<file path="src/rtl/stream_demux.sv">
// stream_demux: registered 1-to-N demultiplexer with valid/ready handshaking.
// Each input word goes to the channel chosen by IN_SEL, or to every channel
// when IN_BCAST is set. Every channel owns a one-entry output slot that holds
// the word until its consumer takes it. A word with an out-of-range select is
// accepted and thrown away, and a saturating counter records it.
module stream_demux #(
    parameter int unsigned DATA_W = 2,
    parameter int unsigned N_OUT  = 4,
    parameter int unsigned SEL_W  = 2,
    parameter int unsigned CNT_W  = 8
) (
    input  logic                      CLK,
    input  logic                      RST,
    input  logic [DATA_W-1:0]         IN_DATA,
    input  logic [SEL_W-1:0]          IN_SEL,
    input  logic                      IN_BCAST,
    input  logic                      IN_VALID,
    output logic                      IN_READY,
    output logic [N_OUT*DATA_W-1:0]   OUT_DATA,
    output logic [N_OUT-1:0]          OUT_VALID,
    input  logic [N_OUT-1:0]          OUT_READY,
    output logic [CNT_W-1:0]          DROP_CNT
);

    localparam logic [CNT_W-1:0] CNT_MAX   = '1;
    // The select is widened by one bit so that the range check stays a real
    // comparison even when N_OUT == 2**SEL_W.
    localparam logic [SEL_W:0]   N_OUT_EXT = (SEL_W + 1)'(N_OUT);

    logic [N_OUT-1:0]  tgt_c;
    logic [N_OUT-1:0]  free_c;
    logic [N_OUT-1:0]  load_c;
    logic [N_OUT-1:0]  drain_c;
    logic              sel_legal_c;
    logic              accept_c;
    logic              drop_c;

    logic [N_OUT-1:0]  valid_q;
    logic [DATA_W-1:0] data_q [N_OUT];
    logic [CNT_W-1:0]  drop_q;

    // Target set decode: all channels on broadcast, one-hot on a legal select, empty otherwise
    always_comb begin
        tgt_c       = '0;
        sel_legal_c = ({1'b0, IN_SEL} < N_OUT_EXT);
        if (IN_BCAST) begin
            tgt_c = '1;
        end else if (sel_legal_c) begin
            for (int unsigned k = 0; k < N_OUT; k++) begin
                if (IN_SEL == SEL_W'(k)) begin
                    tgt_c[k] = 1'b1;
                end
            end
        end
    end

    // Handshake: ready only when every targeted slot is empty or draining this cycle
    always_comb begin
        free_c   = ~valid_q | OUT_READY;
        drain_c  = valid_q & OUT_READY;
        IN_READY = !RST && ((tgt_c & ~free_c) == '0);
        accept_c = IN_VALID && IN_READY;
        load_c   = accept_c ? tgt_c : '0;
        drop_c   = accept_c && !IN_BCAST && !sel_legal_c;
    end

    // Output slots: a load has priority over a drain, so one word per cycle can flow through
    always_ff @(posedge CLK or posedge RST) begin
        if (RST) begin
            valid_q <= '0;
            for (int unsigned k = 0; k < N_OUT; k++) begin
                data_q[k] <= '0;
            end
        end else begin
            for (int unsigned k = 0; k < N_OUT; k++) begin
                if (load_c[k]) begin
                    valid_q[k] <= 1'b1;
                    data_q[k]  <= IN_DATA;
                end else if (drain_c[k]) begin
                    valid_q[k] <= 1'b0;
                end
            end
        end
    end

    // Dropped-word counter, saturating at all-ones
    always_ff @(posedge CLK or posedge RST) begin
        if (RST) begin
            drop_q <= '0;
        end else if (drop_c && (drop_q != CNT_MAX)) begin
            drop_q <= drop_q + CNT_W'(1);
        end
    end

    // Flatten slot data onto the output bus
    always_comb begin
        OUT_DATA = '0;
        for (int unsigned k = 0; k < N_OUT; k++) begin
            OUT_DATA[k*DATA_W +: DATA_W] = data_q[k];
        end
    end

    assign OUT_VALID = valid_q;
    assign DROP_CNT  = drop_q;

endmodule

</file>
<file path="config.mk">
export PLATFORM = sky130hd
export DESIGN_NAME = stream_demux
export DESIGN_NICKNAME = d
export VERILOG_FILES = /design/src/rtl/stream_demux.sv
export SDC_FILE = /design/constraint.sdc
export NUM_CORES = 1
export LEC_CHECK = 0
export BUFFER_PORTS_ARGS = -buffer_cell sky130_fd_sc_hd__buf_2
export CORE_MARGIN = 1.5
export CORE_UTILIZATION = 46
export CTS_BUF_LIST = sky130_fd_sc_hd__clkbuf_8
export DETAILED_ROUTE_END_ITERATION = 8
export PLACE_DENSITY = 0.83
export SYNTH_ARGS = -nofsm -noshare
export SYNTH_HDL_FRONTEND = slang
export SYNTH_SLANG_ARGS = --single-unit
</file>
<file path="constraint.sdc">
create_clock -name CLK -period 2 [get_ports CLK]
set_clock_uncertainty 0.05 [all_clocks]
set_input_delay 0.3 -clock CLK [delete_from_list [all_inputs] [get_ports CLK]]
set_output_delay 0.3 -clock CLK [all_outputs]
set_load 0.02 [all_outputs]
</file>
## Word-level counts from Yosys, hierarchy flattened

Cells that the tools add are included.
Widths: inputs -> output; s select.

| word-level totals | value |
|---|---|
| output and inout bits | 21 |
| logic and storage cells | 39 |
| input bits | 12 |
| register bits | 12 |

| operators by class | value |
|---|---|
| reduce and logical (&&, ||, !) cells | 9 |
| multiplexer cells | 14 |
| bitwise logic cells | 5 |
| equality and inequality tests | 3 |

Operator list:

| operator | number |
|---|---|
| $mux 1 | 12 |
| $and 4x4->4 | 2 |
| $mux 4 | 2 |
| $not 4->4 | 2 |
| $reduce_bool 2->1 | 4 |
| $eq 2x2->1 const B | 2 |
| $logic_not 4->1 | 1 |
| $or 4x4->4 | 1 |
| $eq 2x1->1 const B | 1 |
| $logic_and 1x1->1 | 2 |
| $logic_not 2->1 | 1 |
| $logic_not 1->1 | 1 |

## Depth between registers and ports, before layout

| depth | value |
|---|---|
| word-level depth | 9 |
| mapped depth | 5 |
| mapped depth without buffers | 5 |

## Worst setup path before layout

OpenSTA, ideal clock, no wires.

| timing path | value |
|---|---|
| path type | register to register |
| from | register valid_q[2], in the netlist OUT_VALID[2] |
| to | register data_q (netlist bit OUT_DATA[6]) |
| stages on the path, launching flop included | 6 |
| arrival time | 1.684 ns |
| data required time | 1.825 ns |
| path buffers | 0 |
| slack | 0.141 ns |
| library setup time | 0.125 ns |
| path through | dfrtp_1 nor2b_1 a2bb2oi_2 nor3_4 and3b_4 mux2_4 |

| between the ends | value |
|---|---|
| cells in the longest elaborated chain, start to end | 8 |

RTL lines:

| what | line | RTL |
|---|---|---|
| from (decl) | 38 | `logic [N_OUT-1:0] valid_q;` |
| from (signal assigned) | 70 | `valid_q <= '0;` |
| from (signal, indexed assignment) | 77 | `valid_q[k] <= 1'b1;` |
| from (signal, indexed assignment) | 80 | `valid_q[k] <= 1'b0;` |
| $not 4->4 | 59 | `free_c = ~valid_q \| OUT_READY;` |
| $or 4x4->4 | 59 |  |
| $not 4->4 | 61 | `IN_READY = !RST && ((tgt_c & ~free_c) == '0);` |
| $and 4x4->4 | 61 |  |
| $logic_not 4->1 | 61 |  |
| $logic_and 1x1->1 | 61 |  |
| named net IN_READY | 18 | `output logic IN_READY,` |
| $logic_and 1x1->1 | 62 | `accept_c = IN_VALID && IN_READY;` |
| $mux 4 | 63 | `load_c = accept_c ? tgt_c : '0;` |
| to (signal, indexed assignment) | 72 | `data_q[k] <= '0;` |
| to (signal, indexed assignment) | 78 | `data_q[k] <= IN_DATA;` |
| to (decl) | 39 | `logic [DATA_W-1:0] data_q [N_OUT];` |

The timed path passes the listed nets, and every way through them passes these cells.
A chain may end at the register's enable or synchronous reset.

## Final worst setup path

| timing path | value |
|---|---|
| from | register valid_q[2], in the netlist OUT_VALID[2] |
| to | output IN_READY |

| between the ends | value |
|---|---|
| cells in the longest elaborated chain, start to end | 6 |

RTL lines:

| what | line |
|---|---|
| $not 4->4 | 59 |
| $or 4x4->4 | 59 |
| $not 4->4 | 61 |
| $and 4x4->4 | 61 |
| $logic_not 4->1 | 61 |
| $logic_and 1x1->1 | 61 |
| to (decl) | 18 |

Every way passes these cells.

==> flow_summary.ini <==
[status]
status = completed

[pwr]
p_sw_mw = 0.304
clock_power_share_pct = 28.7
peakVddDrop_mv = 0.489
powerDensity_nw_per_um2 = 1100
p_leak_nw = 0.443
p_int_mw = 0.627
comb_power_share_pct = 35.2
power.switching_fraction_pct = 32.6
p_seq_share_pct = 36.1

[critical_path]
endpoint = IN_READY
worstPathRequired_ns = 1.65
arrival_ns = 1.45
r2r_cells = 5
path_max_fanout = 7
r2r_end = OUT_DATA[6]$_DFFE_PP0P_
crit_path_start = OUT_VALID[2]$_DFFE_PP0P_
r2r_start = OUT_VALID[2]$_DFFE_PP0P_
r2r_slack_ns = 0.29
crit_path_end_kind = output pin
crit_type = flip-flop to output pin
critPathLaunchType = flip-flop

[placement]
dp_hpwl_um = 1000
dpl_worst_slack_ns = 0.252
dp_cells = 93
io_buffers = 24
gp_congestion = 0.698

[clock_network]
cts_root_buf = clkbuf_8
cts-buffers-inserted = 3
cts_setup_buffers = 0
clkTransAtPathRegs_ns = 0.05
cts_hold_buffers = 0
cts_buffer_depth = 2
clock-sinks = 12
ctsResizeCount = 0
htreeDepth = 1
cts_tree = done
clock_latency_ns = 0.24

[floorplan]
ioPinCount = 33
dieHeight_um = 41.7
num_rows = 13
core_area_um2 = 1350
initial_core_util_pct = 51.1
die_area_um2 = 1740
fp.dieW_um = 41.7

[yosys]
yosys-top-cells-area = dfrtp_1 44%, mux2_4 17%, buf_4 8.7%, and3_4 3.3%, nor3_4 2.4%
synthTopCellsByCount = 12 x dfrtp_1, 8 x buf_4, 8 x mux2_4
synth_cell_types = 23
synth_top_area_cell = dfrtp_1
synth-seq-area-share_pct = 43.6
yosysTopAreaCellShare_pct = 43.6
netlist_instances = 55
ys_ff_latch = 12
synth_edf_count = 0
async_reset_ff_share_pct = 100
yosysMostFrequentCell = dfrtp_1
netlist_area_um2 = 689
synth_warnings = 0
synth.avg_cell_area_um2 = 12.5
synth_ff_type = dfrtp_1

[timing]
fin_crit_sh_pct = 89.8
rsz0062_at_grt = no
tns_ns = 0
setup_violations = 0
setup_ws_ns = 0.204
hold_violations = 0
slew_violations = 0
fmax_ghz = 0.557
min_period_ns = 1.80

[routing]
drt-initial-drc-count = 8
first_pass_iters = 2
wl_per_cell_um = 13.5
drc = 0
num_vias = 480
wirelength_um = 1310
detail-route-antenna-nets = 0
via_per_inst = 4.95

[global_route]
grt_first_pass_wirelength_um = 2480
grt_pass1_vias = 519
grt_max_degree = 13
gr-usage-all-layers_pct = 19.4
antenna_found_initial = 0
overflow = 0

[layout]
n_antenna_cell = 0
fillCellCount = 107
drive_gt1_share_pct = 54.9
nets = 95
syn_to_final_growth_pct = 23.2
finalNonFillerCells = 97
fin_util_pct = 62.9

[run]
maxCapViolCount = 0

[min_path]
min_path_type = input pin to asynchronous set/reset pin
power groups by stage:
stage	sequential [mW]	combinational [mW]	clock [mW]
after floorplan	0.415	0.162	0
after global placement	0.336	0.321	0
after detailed placement	0.340	0.329	0
after CTS	0.336	0.331	0.274
after global routing	0.344	0.351	0.283
final	0.336	0.328	0.267
routing by layer:
| metal | wire (µm) | part of all wire (%) | global-route usage (%) |
|---|---|---|---|
| met1 | 538 | 41 | 22.4 |
| met2 | 646 | 49 | 32.2 |
| met3 | 96 | 7.3 | 6.09 |
| met4 | 33 | 2.5 | 9.68 |
| met5 | 0 | 0 | 0 |
per-stage QoR:
step | power (mW) | hold WS [ns] | area, µm²
floorplan | 0.578 | 0.115 | 716
global placement | 0.658 | 0.304 | 795
detailed placement | 0.669 | 0.319 | 795
CTS | 0.941 | 0.0579 | 850
global route | 0.979 | 0.0852 | 850
finish | 0.931 | 0.0318 | 850
layout make-up:
type,instances,area [µm²],area share [%]
inverter,2,7.51,0.884
tap,15,18.8,2.21
multi-input combinational,40,348,40.9
clock buffer,4,55.1,6.48
timing repair buffer,24,120,14.1
sequential,12,300,35.3
how the worst min path moves through the flow:
stage | from | to | depth (start not counted)
after global routing | RST | OUT_VALID[3]$_DFFE_PP0P_ | 2
after CTS | RST | OUT_DATA[0]$_DFFE_PP0P_ | 2
after floorplan | RST | OUT_DATA[0]$_DFFE_PP0P_ | 1
after global placement | RST | OUT_VALID[2]$_DFFE_PP0P_ | 2
after detailed placement | RST | OUT_VALID[3]$_DFFE_PP0P_ | 2
final | RST | OUT_DATA[4]$_DFFE_PP0P_ | 2
flip-flops by register name (all words and copies together) (netlist names):
signal	cells
OUT_DATA	8
OUT_VALID	4
worst max-delay path, stage by stage, from the launching register on:
cell and delay [ns]:
dfrtp_1 0.37, nor2b_1 0.15, a2bb2oi_2 0.15, nor3_4 0.31, buf_2 0.23
cell usage in the layout (no fill, tap or decap):
cell type / count
or2_1: 2
or2b_1: 2
a21oi_1: 1
o2bb2ai_2: 1
and3_4: 2
nor2_1: 1
a2bb2oi_2: 1
o21ai_0: 1
buf_2: 24
mux2_4: 8
inv_1: 2
nor3_4: 1
a21boi_1: 1
and2_4: 1
a21oi_2: 1
dfrtp_1: 12
a21bo_2: 1
o21bai_1: 1
nand2_1: 2
clkbuf_8: 4
nand2b_1: 2
nor2b_1: 2
and3b_4: 1
conb_1: 8
kinds of logic after synthesis:
logic type / synth area share (%)
other cells: 0.544
mux: 17.4
flops: 43.6
simple gates: 18.0
buf+inv: 9.80
compound gates: 10.7
Note: power is estimated with default switching activity, not from simulation.
